File: src/rtl/mode_decode_stage_if.sv
// Handshake bundle between fetch and the decode stage, plus the decoded fields.
// The slave modport is the decode stage's view; master is the upstream/downstream driver view.
interface mode_decode_stage_if #(
   parameter int IW   = 9,
   parameter int OPW  = 5,
   parameter int RW   = 3,
   parameter int IMMW = 8
);
   logic            in_valid;
   logic            in_ready;
   logic [IW-1:0]   instr;
   logic            out_valid;
   logic            out_ready;
   logic [OPW-1:0]  opcode;
   logic [RW-1:0]   reg1;
   logic [RW-1:0]   reg2;
   logic [IMMW-1:0] immediate;
   logic            mode;

   modport slave (
      input  in_valid, instr, out_ready,
      output in_ready, out_valid, opcode, reg1, reg2, immediate, mode
   );

   modport master (
      output in_valid, instr, out_ready,
      input  in_ready, out_valid, opcode, reg1, reg2, immediate, mode
   );
endinterface

File: src/rtl/mode_decode_stage.sv
// Registered instruction decoder between fetch and register read: tracks the reg-reg/reg-imm
// mode flag, expands immediate indices through a programmable LUT, valid/ready on both sides.
module mode_decode_stage #(
   parameter int IW   = 9,
   parameter int OPW  = 5,
   parameter int RW   = 3,
   parameter int IMMW = 8,
   parameter int SWOP = 0
) (
   input  logic            clk,
   input  logic            rst,
   input  logic            flush,
   input  logic            lut_we,
   input  logic [RW-1:0]   lut_waddr,
   input  logic [IMMW-1:0] lut_wdata,
   output logic            mode_q,
   mode_decode_stage_if.slave bus
);

   localparam int FW    = (IW - OPW) / 2;
   localparam int DEPTH = 2 ** RW;

   typedef enum logic {MODE_RR = 1'b0, MODE_RI = 1'b1} mode_e;

   function automatic logic [IMMW-1:0] lut_init(input int idx);
      case (idx)
         0:       return IMMW'(0);
         1:       return IMMW'(1);
         2:       return IMMW'(4);
         3:       return IMMW'(8);
         4:       return IMMW'(16);
         5:       return IMMW'(32);
         6:       return IMMW'(64);
         7:       return IMMW'(127);
         default: return IMMW'(0);
      endcase
   endfunction

   mode_e           mode_state;
   mode_e           mode_next;
   logic [IMMW-1:0] lut [DEPTH];

   logic            out_valid_r;
   logic [OPW-1:0]  opcode_r;
   logic [RW-1:0]   reg1_r;
   logic [RW-1:0]   reg2_r;
   logic [IMMW-1:0] imm_r;
   logic            mode_r;

   logic [OPW-1:0]  dec_opcode;
   logic [RW-1:0]   dec_reg1;
   logic [RW-1:0]   dec_reg2;
   logic [IMMW-1:0] dec_imm;
   logic            in_ready;
   logic            accept;

   assign in_ready = !out_valid_r || bus.out_ready;
   assign accept   = bus.in_valid && in_ready && !flush;

   // NOTE: every output of a combinational block gets a default first so no path infers a latch.
   always_comb begin
      dec_opcode = '0;
      dec_reg1   = '0;
      dec_reg2   = '0;
      dec_imm    = '0;
      if (mode_state == MODE_RR) begin
         dec_opcode = bus.instr[IW-1 -: OPW];
         dec_reg1   = RW'(bus.instr[IW-OPW-1 -: FW]);
         dec_reg2   = RW'(bus.instr[IW-OPW-1-FW -: FW]);
      end else begin
         dec_opcode = OPW'(bus.instr[IW-1:2*RW]);
         dec_reg1   = bus.instr[2*RW-1:RW];
         dec_reg2   = bus.instr[RW-1:0];
         // Read happens before any same-cycle write lands, so decode sees the old entry.
         dec_imm    = lut[dec_reg2];
      end
      mode_next = mode_state;
      if (dec_opcode == OPW'(SWOP))
         mode_next = (mode_state == MODE_RR) ? MODE_RI : MODE_RR;
   end

   // NOTE: sequential state uses non-blocking assignments so all registers update together at the edge.
   always_ff @(posedge clk or posedge rst) begin
      if (rst) begin
         mode_state  <= MODE_RR;
         out_valid_r <= 1'b0;
         opcode_r    <= '0;
         reg1_r      <= '0;
         reg2_r      <= '0;
         imm_r       <= '0;
         mode_r      <= 1'b0;
      end else begin
         if (accept)
            mode_state <= mode_next;
         if (flush) begin
            out_valid_r <= 1'b0;
         end else if (accept) begin
            out_valid_r <= 1'b1;
            opcode_r    <= dec_opcode;
            reg1_r      <= dec_reg1;
            reg2_r      <= dec_reg2;
            imm_r       <= dec_imm;
            mode_r      <= (mode_next == MODE_RI);
         end else if (bus.out_ready) begin
            out_valid_r <= 1'b0;
         end
      end
   end

   // NOTE: the LUT is small and has architected reset contents, so it is reset like ordinary flops.
   always_ff @(posedge clk or posedge rst) begin
      if (rst) begin
         for (int i = 0; i < DEPTH; i++)
            lut[i] <= lut_init(i);
      end else if (lut_we) begin
         lut[lut_waddr] <= lut_wdata;
      end
   end

   assign bus.in_ready  = in_ready;
   assign bus.out_valid = out_valid_r;
   assign bus.opcode    = opcode_r;
   assign bus.reg1      = reg1_r;
   assign bus.reg2      = reg2_r;
   assign bus.immediate = imm_r;
   assign bus.mode      = mode_r;
   assign mode_q        = (mode_state == MODE_RI);

endmodule

File: src/flat_wrapper.sv
// flat-port wrapper written by rule: the top's interface ports become plain ports
module mode_decode_stage_flat 
#(
   parameter int IW   = 9,
   parameter int OPW  = 5,
   parameter int RW   = 3,
   parameter int IMMW = 8,
   parameter int SWOP = 0
)
  (clk, rst, flush, lut_we, lut_waddr, lut_wdata, mode_q, bus_in_valid, bus_instr, bus_out_ready, bus_in_ready, bus_out_valid, bus_opcode, bus_reg1, bus_reg2, bus_immediate, bus_mode);
  mode_decode_stage_if #(.IW(IW), .OPW(OPW), .RW(RW), .IMMW(IMMW)) bus_i ();
  input  logic clk;
  input  logic rst;
  input  logic flush;
  input  logic lut_we;
  input  logic [RW-1:0] lut_waddr;
  input  logic [IMMW-1:0] lut_wdata;
  output logic mode_q;
  input wire logic [$bits(bus_i.in_valid)-1:0] bus_in_valid;
  input wire logic [$bits(bus_i.instr)-1:0] bus_instr;
  input wire logic [$bits(bus_i.out_ready)-1:0] bus_out_ready;
  output wire logic [$bits(bus_i.in_ready)-1:0] bus_in_ready;
  output wire logic [$bits(bus_i.out_valid)-1:0] bus_out_valid;
  output wire logic [$bits(bus_i.opcode)-1:0] bus_opcode;
  output wire logic [$bits(bus_i.reg1)-1:0] bus_reg1;
  output wire logic [$bits(bus_i.reg2)-1:0] bus_reg2;
  output wire logic [$bits(bus_i.immediate)-1:0] bus_immediate;
  output wire logic [$bits(bus_i.mode)-1:0] bus_mode;
  assign bus_i.in_valid = bus_in_valid;
  assign bus_i.instr = bus_instr;
  assign bus_i.out_ready = bus_out_ready;
  assign bus_in_ready = bus_i.in_ready;
  assign bus_out_valid = bus_i.out_valid;
  assign bus_opcode = bus_i.opcode;
  assign bus_reg1 = bus_i.reg1;
  assign bus_reg2 = bus_i.reg2;
  assign bus_immediate = bus_i.immediate;
  assign bus_mode = bus_i.mode;
  mode_decode_stage #(.IW(IW), .OPW(OPW), .RW(RW), .IMMW(IMMW), .SWOP(SWOP)) u_core (.clk(clk), .rst(rst), .flush(flush), .lut_we(lut_we), .lut_waddr(lut_waddr), .lut_wdata(lut_wdata), .mode_q(mode_q), .bus(bus_i));
endmodule
File: config.mk
export PLATFORM = sky130hd
export DESIGN_NAME = mode_decode_stage_flat
export DESIGN_NICKNAME = d
export VERILOG_FILES = /design/src/rtl/mode_decode_stage_if.sv /design/src/rtl/mode_decode_stage.sv /design/src/flat_wrapper.sv
export SDC_FILE = /design/constraint.sdc
export NUM_CORES = 1
export LEC_CHECK = 0
export BUFFER_PORTS_ARGS = -buffer_cell sky130_fd_sc_hd__buf_2
export CAP_MARGIN = 10
export CORE_UTILIZATION = 41
export CTS_BUF_LIST = sky130_fd_sc_hd__clkbuf_8
export CTS_CLUSTER_DIAMETER = 60
export CTS_CLUSTER_SIZE = 20
export DETAILED_ROUTE_END_ITERATION = 7
export GPL_ROUTABILITY_DRIVEN = 0
export REMOVE_ABC_BUFFERS = 1
export SKIP_LAST_GASP = 1
export SLEW_MARGIN = 25
export SYNTH_ARGS = -nofsm -noshare
export SYNTH_HDL_FRONTEND = slang
export SYNTH_SLANG_ARGS = --single-unit
File: constraint.sdc
create_clock -name clk -period 3.1 [get_ports clk]
set_clock_uncertainty 0.15 [all_clocks]
set_input_delay 0.62 -clock clk [delete_from_list [all_inputs] [get_ports clk]]
set_output_delay 0.62 -clock clk [all_outputs]
set_load 0.01 [all_outputs]
==> qor.csv <==
metric;value;unit
grt_pass1_wl;13.8;mm
cts_setup_buffers;0;
cts_hold_buf;0;
synth_top_family_by_area;multiplexers;
preCtsSetupSlack;930;ps
h-tree-depth;3;
drt_iter0_drc;87;
slew_headroom;57.0;%
clk_latency;350;ps
synth_compound_area_share;8.00;%
grt.overflow.total;0;
cts-resized-gates;0;
yosysSeqAreaShare;54.8;%
first_pass_iters;4;
path_cells;buf_2 > nor2b_1 > buf_4 > inv_1 > buf_2;
worst_pin_slew;644;ps
avgRoutedWirePerCell;18.3;microns
die-area;9930;sq um
rows;35;
path_common_cell;buf_2;
coreArea;9240;sq um
ios;49;
final_cell_count_no_fill;471;
yosysTopAreaCellShare;46.1;%
cp-start-kind;input pin;
maxCapViolations;0;
share_seq_of_total_power;50.1;%
rsz0062_at_grt;false;
drcViolationCount;0;
layout_common_cells;83 x mux2_2, 72 x dfrtp_1, 48 x buf_2, 26 x o21ai_0, 21 x mux2i_1;
finalMaxSlewViolations;0;
cp.arrival;1360;ps
status;finished clean;
min_path_type;in2async;
setup_violations;0;
synth_mux_area_share;29.3;%
start_util;42.3;%
peakVddDrop;0.000305;V
placedCellCount;455;
fin_setup_tns;0;ps
p_sw;0.000724;W
vias;2502;
synth_cell_types;27;
synthTopCellsByArea;dfrtp_1 46%, mux2_2 24%, dfstp_2 8.7%;
fmax;470;MHz
wirelength;8.61;mm
grt_pass1_vias;2516;
yosys.area.top_type;dfrtp_1;
final_util;49.0;%
final_common_cell;mux2_2;
p_leak;2.01;nW
power;0.00294;W
hold_viol;0;
nFillCells;831;
critPathCaptureType;output pin;
synth_simple_gate_area_share;5.31;%
ys_ff_latch;85;
antenna_left;0;
fin_nets;363;
cp_max_fo;20;
clk_pin_slew;70;ps
avgSynthCellArea;13.7;sq um
p_sw_share;24.7;%
root_buffer;clkbuf_8;
grt_max_degree;51;
synthAdderAreaFrac;0;%
synth_warnings;0;
final_layout_size_suffix_gt1_share;50.3;%
finalCriticalPeriod;2130;ps
required;2330;ps
cts_max_path_buffers;2;
grt.total_usage;19.1;%
worst_slack;971;ps
worst-setup-path-type;in2out;
worst-path-buf-inv;4;
pwr-share-clk;31.6;%
slowest_delay;260;ps
synth-xor-area-share;0;%
cts_tree;built;
place.port_buffers;48;
cp_top_family;buffers and inverters;
cts_inserted_buffers;9;
clock-sinks;85;
p_int;0.00221;W
hpwl;5.35;mm
area_growth;15.9;%
crit_slowest_cell;buf_4;
die_y;99.7;microns
comb_power_share;18.3;%
n_antenna_cell;0;
viasPerCell;5.31;
synth_cells;285;
syn_area;3910;sq um
cellPowerDensity;648;nW/um^2
final.period_utilization;68.7;%
antenna_found_initial;0;
die_w;99.7;microns
## power groups by stage
stage	Sequential (W)	Clock (W)	Combinational [W]
3_3_place_gp	0.00149	0	0.000530
6_report	0.00147	0.000929	0.000536
2_1_floorplan	0.00148	0	0.000361
5_1_grt	0.00150	0.00100	0.000595
4_1_cts	0.00147	0.000959	0.000544
3_5_place_dp	0.00149	0	0.000543
## cell type report
| class | instances | area (sq um) | area share, % |
|---|---|---|---|
| inverters | 2 | 8.76 | 0.193 |
| clock inverters | 6 | 103 | 2.26 |
| multi-input cells | 183 | 1670 | 36.7 |
| clock buffers | 10 | 138 | 3.04 |
| flip-flops and latches | 85 | 2140 | 47.3 |
| well taps | 129 | 161 | 3.56 |
| repair buffers | 56 | 313 | 6.90 |
## worst reg2reg max path: cells and delay by family (launching register included)
kind / cells / cell delay [ps]
buffers and inverters: 2 / 340
AOI/OAI and AO/OA: 1 / 390
and+or+nand+nor: 2 / 510
DFF: 1 / 370
## final timing paths
path,start,endpoint,slack [ps],cells past startpoint
worst max-delay path,bus_out_ready,bus_in_ready,970,5
max in group asynchronous,rst,u_core.lut[48],1880,3
worst min register to register,u_core.bus.opcode[0],u_core.bus.opcode[0],350,2
worst min-delay path,rst,u_core.bus.out_valid,180,2
worst max register to register,u_core.bus.out_valid,u_core.bus.immediate[7],1260,5
min in group clk,flush,u_core.bus.out_valid,300,2
## cells by family after synthesis
family | after synthesis
compound gates | 50
simple gates | 29
mux | 104
buf+inv | 17
flops | 85
## cell usage after synthesis (all sizes together)
library cell and number:
nand4b 3, buf 12, inv 2, nand3 2, dfstp 13, nand2b 5
a22o 7, o22ai 7, mux2i 21, o31ai 8, mux2 83, clkbuf 3
nand4 1, nor2b 3, nor2 4, nor3b 2, o21ai 26, nor3 4
nand2 5, dfrtp 72, o2bb2ai 2
## layer usage
| layer | vias up | GRT usage [%] | routed length, microns |
|---|---|---|---|
| li1 | 1151 | - | - |
| met1 | 1278 | 26.5 | 4270 |
| met2 | 65 | 29.3 | 3880 |
| met3 | 8 | 4.01 | 344 |
| met4 | 0 | 7.58 | 116 |
| met5 | - | 0 | 0 |
## sequential cells by signal (all words and copies together) (netlist names)
signal                cells
u_core.lut               64
u_core.bus.out_valid      1
u_core.bus.reg2           3
u_core.bus.mode           1
u_core.bus.immediate      8
u_core.bus.opcode         5
u_core.bus.reg1           3
## per-stage QoR
step	hold WS (ps)	cell area, sq um
after floorplan	324	3820
after global placement	333	4290
after detailed placement	339	4290
after CTS	196	4530
after global routing	218	4530
final	181	4530
Note: power is estimated with default switching activity, not from simulation.
